### config.mk
export PLATFORM = sky130hd
export DESIGN_NAME = clk_div_sched_flat
export DESIGN_NICKNAME = d
export VERILOG_FILES = /design/src/rtl/clk_div_sched_if.sv /design/src/rtl/clk_div_sched.sv /design/src/flat_wrapper.sv
export SDC_FILE = /design/constraint.sdc
export NUM_CORES = 1
export LEC_CHECK = 0
export BUFFER_PORTS_ARGS = -buffer_cell sky130_fd_sc_hd__buf_2
export CORE_MARGIN = 2
export CORE_UTILIZATION = 30
export DETAILED_ROUTE_END_ITERATION = 7
export GPL_ROUTABILITY_DRIVEN = 0
export GPL_TIMING_DRIVEN = 0
export HOLD_SLACK_MARGIN = 0.15
export SETUP_SLACK_MARGIN = 0.05
export SYNTH_ARGS = -nofsm -noshare
export SYNTH_HDL_FRONTEND = slang
export SYNTH_SLANG_ARGS = --single-unit
### constraint.sdc
create_clock -name i_clk -period 8.7 [get_ports i_clk]
set_input_delay 1.305 -clock i_clk [delete_from_list [all_inputs] [get_ports i_clk]]
set_output_delay 1.305 -clock i_clk [all_outputs]
set_load 0.05 [all_outputs]
### src/rtl/clk_div_sched_if.sv
// Request/acknowledge and divided-clock signals between the front-end and clk_div_sched.
interface clk_div_sched_if #(
    parameter int unsigned W = 5
);
    logic         req;
    logic [W-1:0] n;
    logic         busy;
    logic         ack;
    logic         err;
    logic         div_clk;
    logic         tick;
    logic [W-1:0] n_cur;

    modport master (
        output req, n,
        input  busy, ack, err, div_clk, tick, n_cur
    );

    modport slave (
        input  req, n,
        output busy, ack, err, div_clk, tick, n_cur
    );
endinterface

### src/rtl/clk_div_sched.sv
// Run-time integer clock divider; ratio changes and stops take effect only at a period boundary.
module clk_div_sched #(
    parameter int unsigned W     = 5,
    parameter int unsigned MAX_N = 16,
    parameter int unsigned DEF_N = 7
) (
    input  logic             i_clk,
    input  logic             i_rst_n,
    clk_div_sched_if.slave   ctl
);

    typedef enum logic [1:0] {START, RUN, PEND, STOP} state_t;

    state_t       state, state_nxt;
    logic [W-1:0] cnt, cnt_nxt;
    logic [W-1:0] n_cur, n_cur_nxt;
    logic [W-1:0] n_pend, n_pend_nxt;
    logic         clk_q, clk_nxt;
    logic         tick_q, tick_nxt;
    logic         ack_q, ack_nxt;
    logic         err_q, err_nxt;
    logic         busy_q, busy_nxt;

    logic         wrap;
    logic         take;
    logic         legal;
    logic         run_wave;
    logic [W:0]   half;

    always_ff @(posedge i_clk or negedge i_rst_n) begin
        if (!i_rst_n) begin
            state  <= START;
            cnt    <= '0;
            n_cur  <= W'(DEF_N);
            n_pend <= '0;
            clk_q  <= 1'b0;
            tick_q <= 1'b0;
            ack_q  <= 1'b0;
            err_q  <= 1'b0;
            busy_q <= 1'b0;
        end else begin
            state  <= state_nxt;
            cnt    <= cnt_nxt;
            n_cur  <= n_cur_nxt;
            n_pend <= n_pend_nxt;
            clk_q  <= clk_nxt;
            tick_q <= tick_nxt;
            ack_q  <= ack_nxt;
            err_q  <= err_nxt;
            busy_q <= busy_nxt;
        end
    end

    always_comb begin
        state_nxt  = state;
        cnt_nxt    = cnt;
        n_cur_nxt  = n_cur;
        n_pend_nxt = n_pend;
        ack_nxt    = 1'b0;
        err_nxt    = 1'b0;
        run_wave   = 1'b0;

        wrap  = (cnt == n_cur - W'(1));
        take  = ctl.req && ((state == RUN) || (state == STOP));
        legal = (ctl.n == '0) || ((ctl.n >= W'(2)) && (ctl.n <= W'(MAX_N)));

        case (state)
            START: begin
                state_nxt = RUN;
                cnt_nxt   = '0;
                run_wave  = 1'b1;
            end
            RUN: begin
                run_wave = 1'b1;
                cnt_nxt  = wrap ? '0 : cnt + W'(1);
                if (take) begin
                    if (!legal) begin
                        err_nxt = 1'b1;
                    end else if (wrap) begin
                        // Accepted on the last cycle of a period: apply on this boundary, no busy phase.
                        ack_nxt = 1'b1;
                        if (ctl.n == '0) begin
                            state_nxt = STOP;
                            n_cur_nxt = '0;
                            cnt_nxt   = '0;
                            run_wave  = 1'b0;
                        end else begin
                            n_cur_nxt = ctl.n;
                        end
                    end else begin
                        n_pend_nxt = ctl.n;
                        state_nxt  = PEND;
                    end
                end
            end
            PEND: begin
                run_wave = 1'b1;
                cnt_nxt  = wrap ? '0 : cnt + W'(1);
                if (wrap) begin
                    ack_nxt = 1'b1;
                    if (n_pend == '0) begin
                        state_nxt = STOP;
                        n_cur_nxt = '0;
                        cnt_nxt   = '0;
                        run_wave  = 1'b0;
                    end else begin
                        n_cur_nxt = n_pend;
                        state_nxt = RUN;
                    end
                end
            end
            STOP: begin
                cnt_nxt = '0;
                if (take) begin
                    if (!legal) begin
                        err_nxt = 1'b1;
                    end else begin
                        ack_nxt = 1'b1;
                        if (ctl.n != '0) begin
                            state_nxt = RUN;
                            n_cur_nxt = ctl.n;
                            run_wave  = 1'b1;
                        end
                    end
                end
            end
            default: begin
                state_nxt = START;
                cnt_nxt   = '0;
            end
        endcase

        // Waveform bits are derived from the next count so they register in step with it.
        half     = ({1'b0, n_cur_nxt} + 1'b1) >> 1;
        clk_nxt  = run_wave && ({1'b0, cnt_nxt} < half);
        tick_nxt = run_wave && (cnt_nxt == '0);
        busy_nxt = (state_nxt == PEND);
    end

    assign ctl.div_clk = clk_q;
    assign ctl.tick    = tick_q;
    assign ctl.ack     = ack_q;
    assign ctl.err     = err_q;
    assign ctl.busy    = busy_q;
    assign ctl.n_cur   = n_cur;

endmodule

### src/flat_wrapper.sv
// flat-port wrapper written by rule: the top's interface ports become plain ports
module clk_div_sched_flat 
#(
    parameter int unsigned W     = 5,
    parameter int unsigned MAX_N = 16,
    parameter int unsigned DEF_N = 7
)
  (i_clk, i_rst_n, ctl_req, ctl_n, ctl_busy, ctl_ack, ctl_err, ctl_div_clk, ctl_tick, ctl_n_cur);
  clk_div_sched_if #(.W(W)) ctl_i ();
  input  logic i_clk;
  input  logic i_rst_n;
  input wire logic [$bits(ctl_i.req)-1:0] ctl_req;
  input wire logic [$bits(ctl_i.n)-1:0] ctl_n;
  output wire logic [$bits(ctl_i.busy)-1:0] ctl_busy;
  output wire logic [$bits(ctl_i.ack)-1:0] ctl_ack;
  output wire logic [$bits(ctl_i.err)-1:0] ctl_err;
  output wire logic [$bits(ctl_i.div_clk)-1:0] ctl_div_clk;
  output wire logic [$bits(ctl_i.tick)-1:0] ctl_tick;
  output wire logic [$bits(ctl_i.n_cur)-1:0] ctl_n_cur;
  assign ctl_i.req = ctl_req;
  assign ctl_i.n = ctl_n;
  assign ctl_busy = ctl_i.busy;
  assign ctl_ack = ctl_i.ack;
  assign ctl_err = ctl_i.err;
  assign ctl_div_clk = ctl_i.div_clk;
  assign ctl_tick = ctl_i.tick;
  assign ctl_n_cur = ctl_i.n_cur;
  clk_div_sched #(.W(W), .MAX_N(MAX_N), .DEF_N(DEF_N)) u_core (.i_clk(i_clk), .i_rst_n(i_rst_n), .ctl(ctl_i));
endmodule
Yosys cells after proc, flatten, opt, wreduce, memory -nomap -nowiden
Cells that the tools add are included.
{ "totals": {"reg_bits": 22, "latch_bits": 0, "mem_bits_rw": 0, "rom_bits": 0, "inputBits": 8, "output_inout_bits": 10, "wordCells": 82, "n_memories": 0} }
{ "op_classes": {"add_sub_neg": 3, "n_mul": 0, "div_mod_pow": 0, "magnitude_cmp": 3, "n_eq_ne": 5, "n_shift": 0, "n_mux": 47, "bitwise_logic": 1, "reduce_logical": 14} }
{ "op_table": {"columns": ["operator", "count"], "rows": [
  ["2-to-1 mux 5 bit", 16],
  ["case mux 5 bit (3 select lines)", 2],
  ["2-to-1 mux 2 bit", 9],
  ["2-to-1 mux 1 bit", 17],
  ["zero test 5 bit", 3],
  ["case mux 2 bit (4 select lines)", 1],
  ["adder 5 x 1 -> 6 bit (second input constant)", 1],
  ["equality test 2 bit (second input constant)", 3],
  ["adder 5 x 1 -> 5 bit (second input constant)", 1],
  ["equality test 5 bit", 1],
  ["greater-or-equal comparator 5 x 2 -> 1 bit (second input constant)", 1],
  ["<= comparator 5 bit (second input constant)", 1],
  ["less-than comparator 5 bit", 1],
  ["nonzero test 5 bit", 1],
  ["subtractor 5 x 1 -> 5 bit (second input constant)", 1],
  ["logical AND 1 bit", 4],
  ["case mux 1 bit (4 select lines)", 1],
  ["AND reduction 4 bit", 1],
  ["OR reduction 2 bit", 2],
  ["case mux 1 bit (3 select lines)", 1],
  ["equality test 2 x 1 -> 1 bit (second input constant)", 1],
  ["zero test 2 bit", 1],
  ["logical OR 1 bit", 2],
  ["inverter 1 bit", 1]
]} }

Logic depth before layout (Yosys ltp)
{ "depth": {"ltp_word": 10, "mapped_depth": 14, "depth_no_buf": 14} }

Least setup slack after synthesis
OpenSTA, ideal clock, no wires.
{ "synth_timing": {"kind": "input to register", "from": "in ctl_n[1]", "to": "reg u_core.clk_q (netlist: u_core.ctl.div_clk)", "setup_ns": 0.122, "arrival_ns": 3.919, "path_slack_ns": 4.660, "cell_stages": 11, "path_buffers": 0, "cell_sequence": "o31a_1 a2111oi_4 nor4b_4 nor3_1 a221o_1 ha_1 nand3b_1 xor2_1 ha_1 and3_1 a2111oi_1"} }
{ "synth_between": {"elab_chain_len": 9} }
{ "synth_lines": {"columns": ["item", "line_no", "text"], "rows": [
  ["from (decl)", "flat_wrapper.sv:13", "input wire logic [$bits(ctl_i.n)-1:0] ctl_n;"],
  ["greater-or-equal comparator 5 x 2 -> 1 bit, or another cell as far along", "clk_div_sched.sv:65", "legal = (ctl.n == '0) || ((ctl.n >= W'(2)) && (ctl.n <= W'(MAX_N)));"],
  ["logical AND 1 bit or 2-to-1 mux 5 bit (tied branches)", "clk_div_sched.sv:65, clk_div_sched.sv:82", null],
  ["logical OR 1 bit or 2-to-1 mux 5 bit (tied branches)", "clk_div_sched.sv:65, clk_div_sched.sv:79", null],
  ["2-to-1 mux 5 bit (on tied branches)", "clk_div_sched.sv:115, clk_div_sched.sv:77", null],
  ["2-to-1 mux 5 bit (on tied branches)", "clk_div_sched.sv:114, clk_div_sched.sv:76", null],
  ["case mux 5 bit (3 select lines) (*)", "clk_div_sched.sv:67", "case (state)"],
  ["net u_core.n_cur_nxt[0]", "clk_div_sched.sv:16", "logic [W-1:0] n_cur, n_cur_nxt;"],
  ["adder 5 x 1 -> 6 bit (*)", "clk_div_sched.sv:134", "half = ({1'b0, n_cur_nxt} + 1'b1) >> 1;"],
  ["less-than comparator 5 bit (*)", "clk_div_sched.sv:135", "clk_nxt = run_wave && ({1'b0, cnt_nxt} < half);"],
  ["logical AND 1 bit (*)", "clk_div_sched.sv:135", null],
  ["net u_core.clk_nxt", "clk_div_sched.sv:18", "logic clk_q, clk_nxt;"],
  ["to (signal assigned)", "clk_div_sched.sv:46", "clk_q <= clk_nxt;"],
  ["to (decl)", "clk_div_sched.sv:18", null]
]} }
Mark *: on every way through the listed nets, which the timed path passes. The rest lies on a longest branch.
A chain may end at the register's enable or synchronous reset.

Worst setup path in the final report
{ "layout_timing": {"from": "in ctl_n[0]", "to": "reg u_core.clk_q (netlist: u_core.ctl.div_clk)"} }
Same word-level chain as after synthesis.

==> impl_metrics.toml <==
[cts]
post-cts-setup-buffers = 0
cts_made_buffers = 3
cts_resized = 0
clk_latency_ns = 0.27
h-tree-depth = 1
clk_path_buf_depth = 2
cts_tree = "built"
clk_pin_slew_ns = 0.08
hold_buffers = 0
clock-sinks = 22
cts_root_buffer = "clkbuf_8"

[power_and_ir_drop]
power_density_nw_per_um2 = 400
cellLeakagePower_nw = 0.751
max-vdd-ir-drop_mv = 0.210
finalPower_w = 0.000699

[critical_path]
reg2reg_to = "u_core.ctl.div_clk"
r2r_cells = 13
crit_type = "in2reg"
crit_path_start_kind = "input port"
critPathMaxFanout = 6
r2r_setup_slack_ns = 4.98
worst_ep_required_time_ns = 8.84
endpoint_kind = "flop"
arrival_ns = 4.38
timing.rr.start = "u_core.ctl.n_cur[1]"

[synthesis]
synth.top_cells.by_count = "19 x dfrtp_1, 14 x nor2_1, 9 x nand2_1"
synth_area_per_cell_um2 = 10.4
synth.yosys.seq_area_share_pct = 36.4
synth_fp_nets = 162
synth_cell_type_count = 51
yosysWarnings = 0
synth_ff_type = "dfrtp_1"
syn_inst = 147
synth_edf_count = 0
ys_top_cells_by_area = "dfrtp_1 31%, ha_1 5.7%, dfstp_2 5.2%"
ys_ff_latch = 22
netlist_area_um2 = 1520
synth_top_area_cell = "dfrtp_1"
async_flop_share_pct = 100
synth_most_common_cell = "dfrtp_1"
synth_top_area_share_pct = 31.2

[placed_design]
place_area_um2 = 1690
pre_cts_ws_ns = 4.20
dp_hpwl_mm = 2.52
portBuffers = 17

[run_status]
status = "completed"

[floorplanning]
pin_count = 18
dieArea_um2 = 5670
die_y_um = 75.3
fp.dieW_um = 75.3
rows = 25
coreArea_um2 = 4820
start_util_pct = 31.6

[route]
vias = 1172
wl_per_cell_um = 13.7
dr.pass1.iters = 4
viasPerCell = 4.99
drt-total-wl_mm = 3.22
drt_iter0_markers = 116
drc = 0
ant_nets = 0

[sta]
setup-violations-final = 0
rsz0062_at_grt = "false"
fmax_ghz = 0.236
timing.final.crit_share_pct = 48.7
worstMarginPinSlew_ns = 0.570
max_slew_margin_pct = 61.7
tns_ns = 0
slew_viol_final = 0
setup_ws_ns = 4.46
hold_viol = 0
fin_skew_ns = 0.00829
layout_min_cycle_time_ns = 4.24

[global_routing]
grt.overflow.total = 0
grt_use_total_pct = 12.9
antenna_found_initial = 0
grt_pass1_wl_mm = 5.54
grt_pass1_vias = 1134
grt_max_degree = 23

[min_path]
min_from = "u_core.n_pend[0]"
min_path_type = "reg2reg"
holdPathStages = 1
holdPathEnd = "u_core.n_pend[0]"

[cells_and_area]
final_nets = 184
nFillCells = 516
final_area_um2 = 1750
num_antenna_cells = 0
area_growth_pct = 14.7
multiInputGateArea_um2 = 925
ff_latch_area_um2 = 554
drive_gt1_share_pct = 26.8

[job]
cap_violations = 0
## worst max path at each step
| stage | from | endpoint | cells after the start |
|---|---|---|---|
| floorplan | ctl_n[1] | u_core.ctl.div_clk | 11 |
| global placement | ctl_n[0] | u_core.ctl.div_clk | 13 |
| detailed placement | ctl_n[0] | u_core.ctl.div_clk | 13 |
| CTS | ctl_n[0] | u_core.ctl.div_clk | 13 |
| global route | ctl_n[1] | u_core.ctl.div_clk | 12 |
| finish | ctl_n[0] | u_core.ctl.div_clk | 13 |
## critical path, cell delays in order
cell,delay (ns)
buf_2,0.14
or4_1,0.51
clkbuf_1,0.16
mux2i_1,0.22
and3_1,0.25
nor3_1,0.09
a221o_1,0.35
ha_1,0.24
nand3b_1,0.10
xor2_1,0.19
ha_1,0.27
and3_1,0.18
a2111oi_1,0.38
## area by class of cell
class / instances / area share, %
multi-input cells: 113 / 52.9
repair buffers: 17 / 4.87
clock buffers: 4 / 3.15
inverters: 8 / 1.72
plain buffers: 4 / 0.859
well taps: 67 / 4.80
flip-flops and latches: 22 / 31.7
## registers in the layout, indices dropped and copies added, names as in the netlist
name and cells:
u_core.state 2, u_core.ctl.ack 1, u_core.ctl.busy 1, u_core.n_pend 5
u_core.ctl.tick 1, u_core.cnt 5, u_core.ctl.div_clk 1, u_core.ctl.err 1
u_core.ctl.n_cur 5
## logic make-up (layout without fill, tap and decap cells)
family / count (synthesis) / count (layout) / synth area share [%]
multiplexers: 7 / 7 / 5.01
adder cells (fa/ha/maj): 7 / 7 / 5.75
AND/OR/NAND/NOR: 53 / 53 / 22.9
XOR/XNOR: 13 / 13 / 9.44
flip-flops: 22 / 22 / 36.4
AO/OA/AOI/OAI: 33 / 33 / 17.6
buffers and inverters: 12 / 33 / 2.96
## routing by layer
layer / vias up / part of all wire (%) / GRT usage (%)
met1: 562 / 49 / 17.8
met5: - / 0 / 0
met4: 0 / 0.53 / 1.75
met3: 2 / 3.7 / 3.21
met2: 27 / 46 / 21.2
li1: 581 / - / -
## where the power goes
part / switching (W) / total [W] / internal (W) / leakage (nW)
registers: 0.0000442 / 0.000194 / 0.000150 / 0.269
clock network: 0.0000343 / 0.0000747 / 0.0000404 / 0.0288
logic: 0.000261 / 0.000430 / 0.000169 / 0.454
total: 0.000340 / 0.000699 / 0.000359 / 0.751
## per-stage QoR
| step | std cells | utilization, % | hold slack (ns) |
|---|---|---|---|
| 3_5_place_dp | 231 | 35.1 | 0.519 |
| 6_report | 235 | 36.3 | 0.532 |
| 5_1_grt | 235 | 36.3 | 0.562 |
| 2_1_floorplan | 147 | - | 0.488 |
| 4_1_cts | 235 | 36.3 | 0.538 |
| 3_3_place_gp | 231 | 35.1 | 0.515 |
## cell usage in the layout (no fill, tap or decap), types with 2 or more instances in the layout
| master | synthesis | routed |
|---|---|---|
| inv_1 | 8 | 8 |
| xnor2_1 | 4 | 4 |
| a21oi_1 | 6 | 6 |
| nor2_1 | 14 | 14 |
| a31oi_1 | 2 | 2 |
| buf_2 | 0 | 17 |
| xor2_1 | 6 | 6 |
| nor3_1 | 3 | 3 |
| nor2b_1 | 2 | 2 |
| a221o_1 | 2 | 2 |
| nor4b_4 | 2 | 2 |
| clkbuf_1 | 4 | 4 |
| mux2i_1 | 2 | 2 |
| and3_1 | 2 | 2 |
| ha_1 | 7 | 7 |
| dfstp_2 | 3 | 3 |
| and2_1 | 2 | 2 |
| o21ai_0 | 5 | 5 |
| nand2_1 | 9 | 9 |
| or4_1 | 2 | 2 |
| dfrtp_1 | 19 | 19 |
| a21o_1 | 2 | 2 |
| clkbuf_8 | 0 | 4 |
| nor3_2 | 3 | 3 |
| mux2_2 | 5 | 5 |
| xnor2_2 | 2 | 2 |
| nand3_1 | 5 | 5 |
No activity file was read; power rests on OpenSTA's default activity.
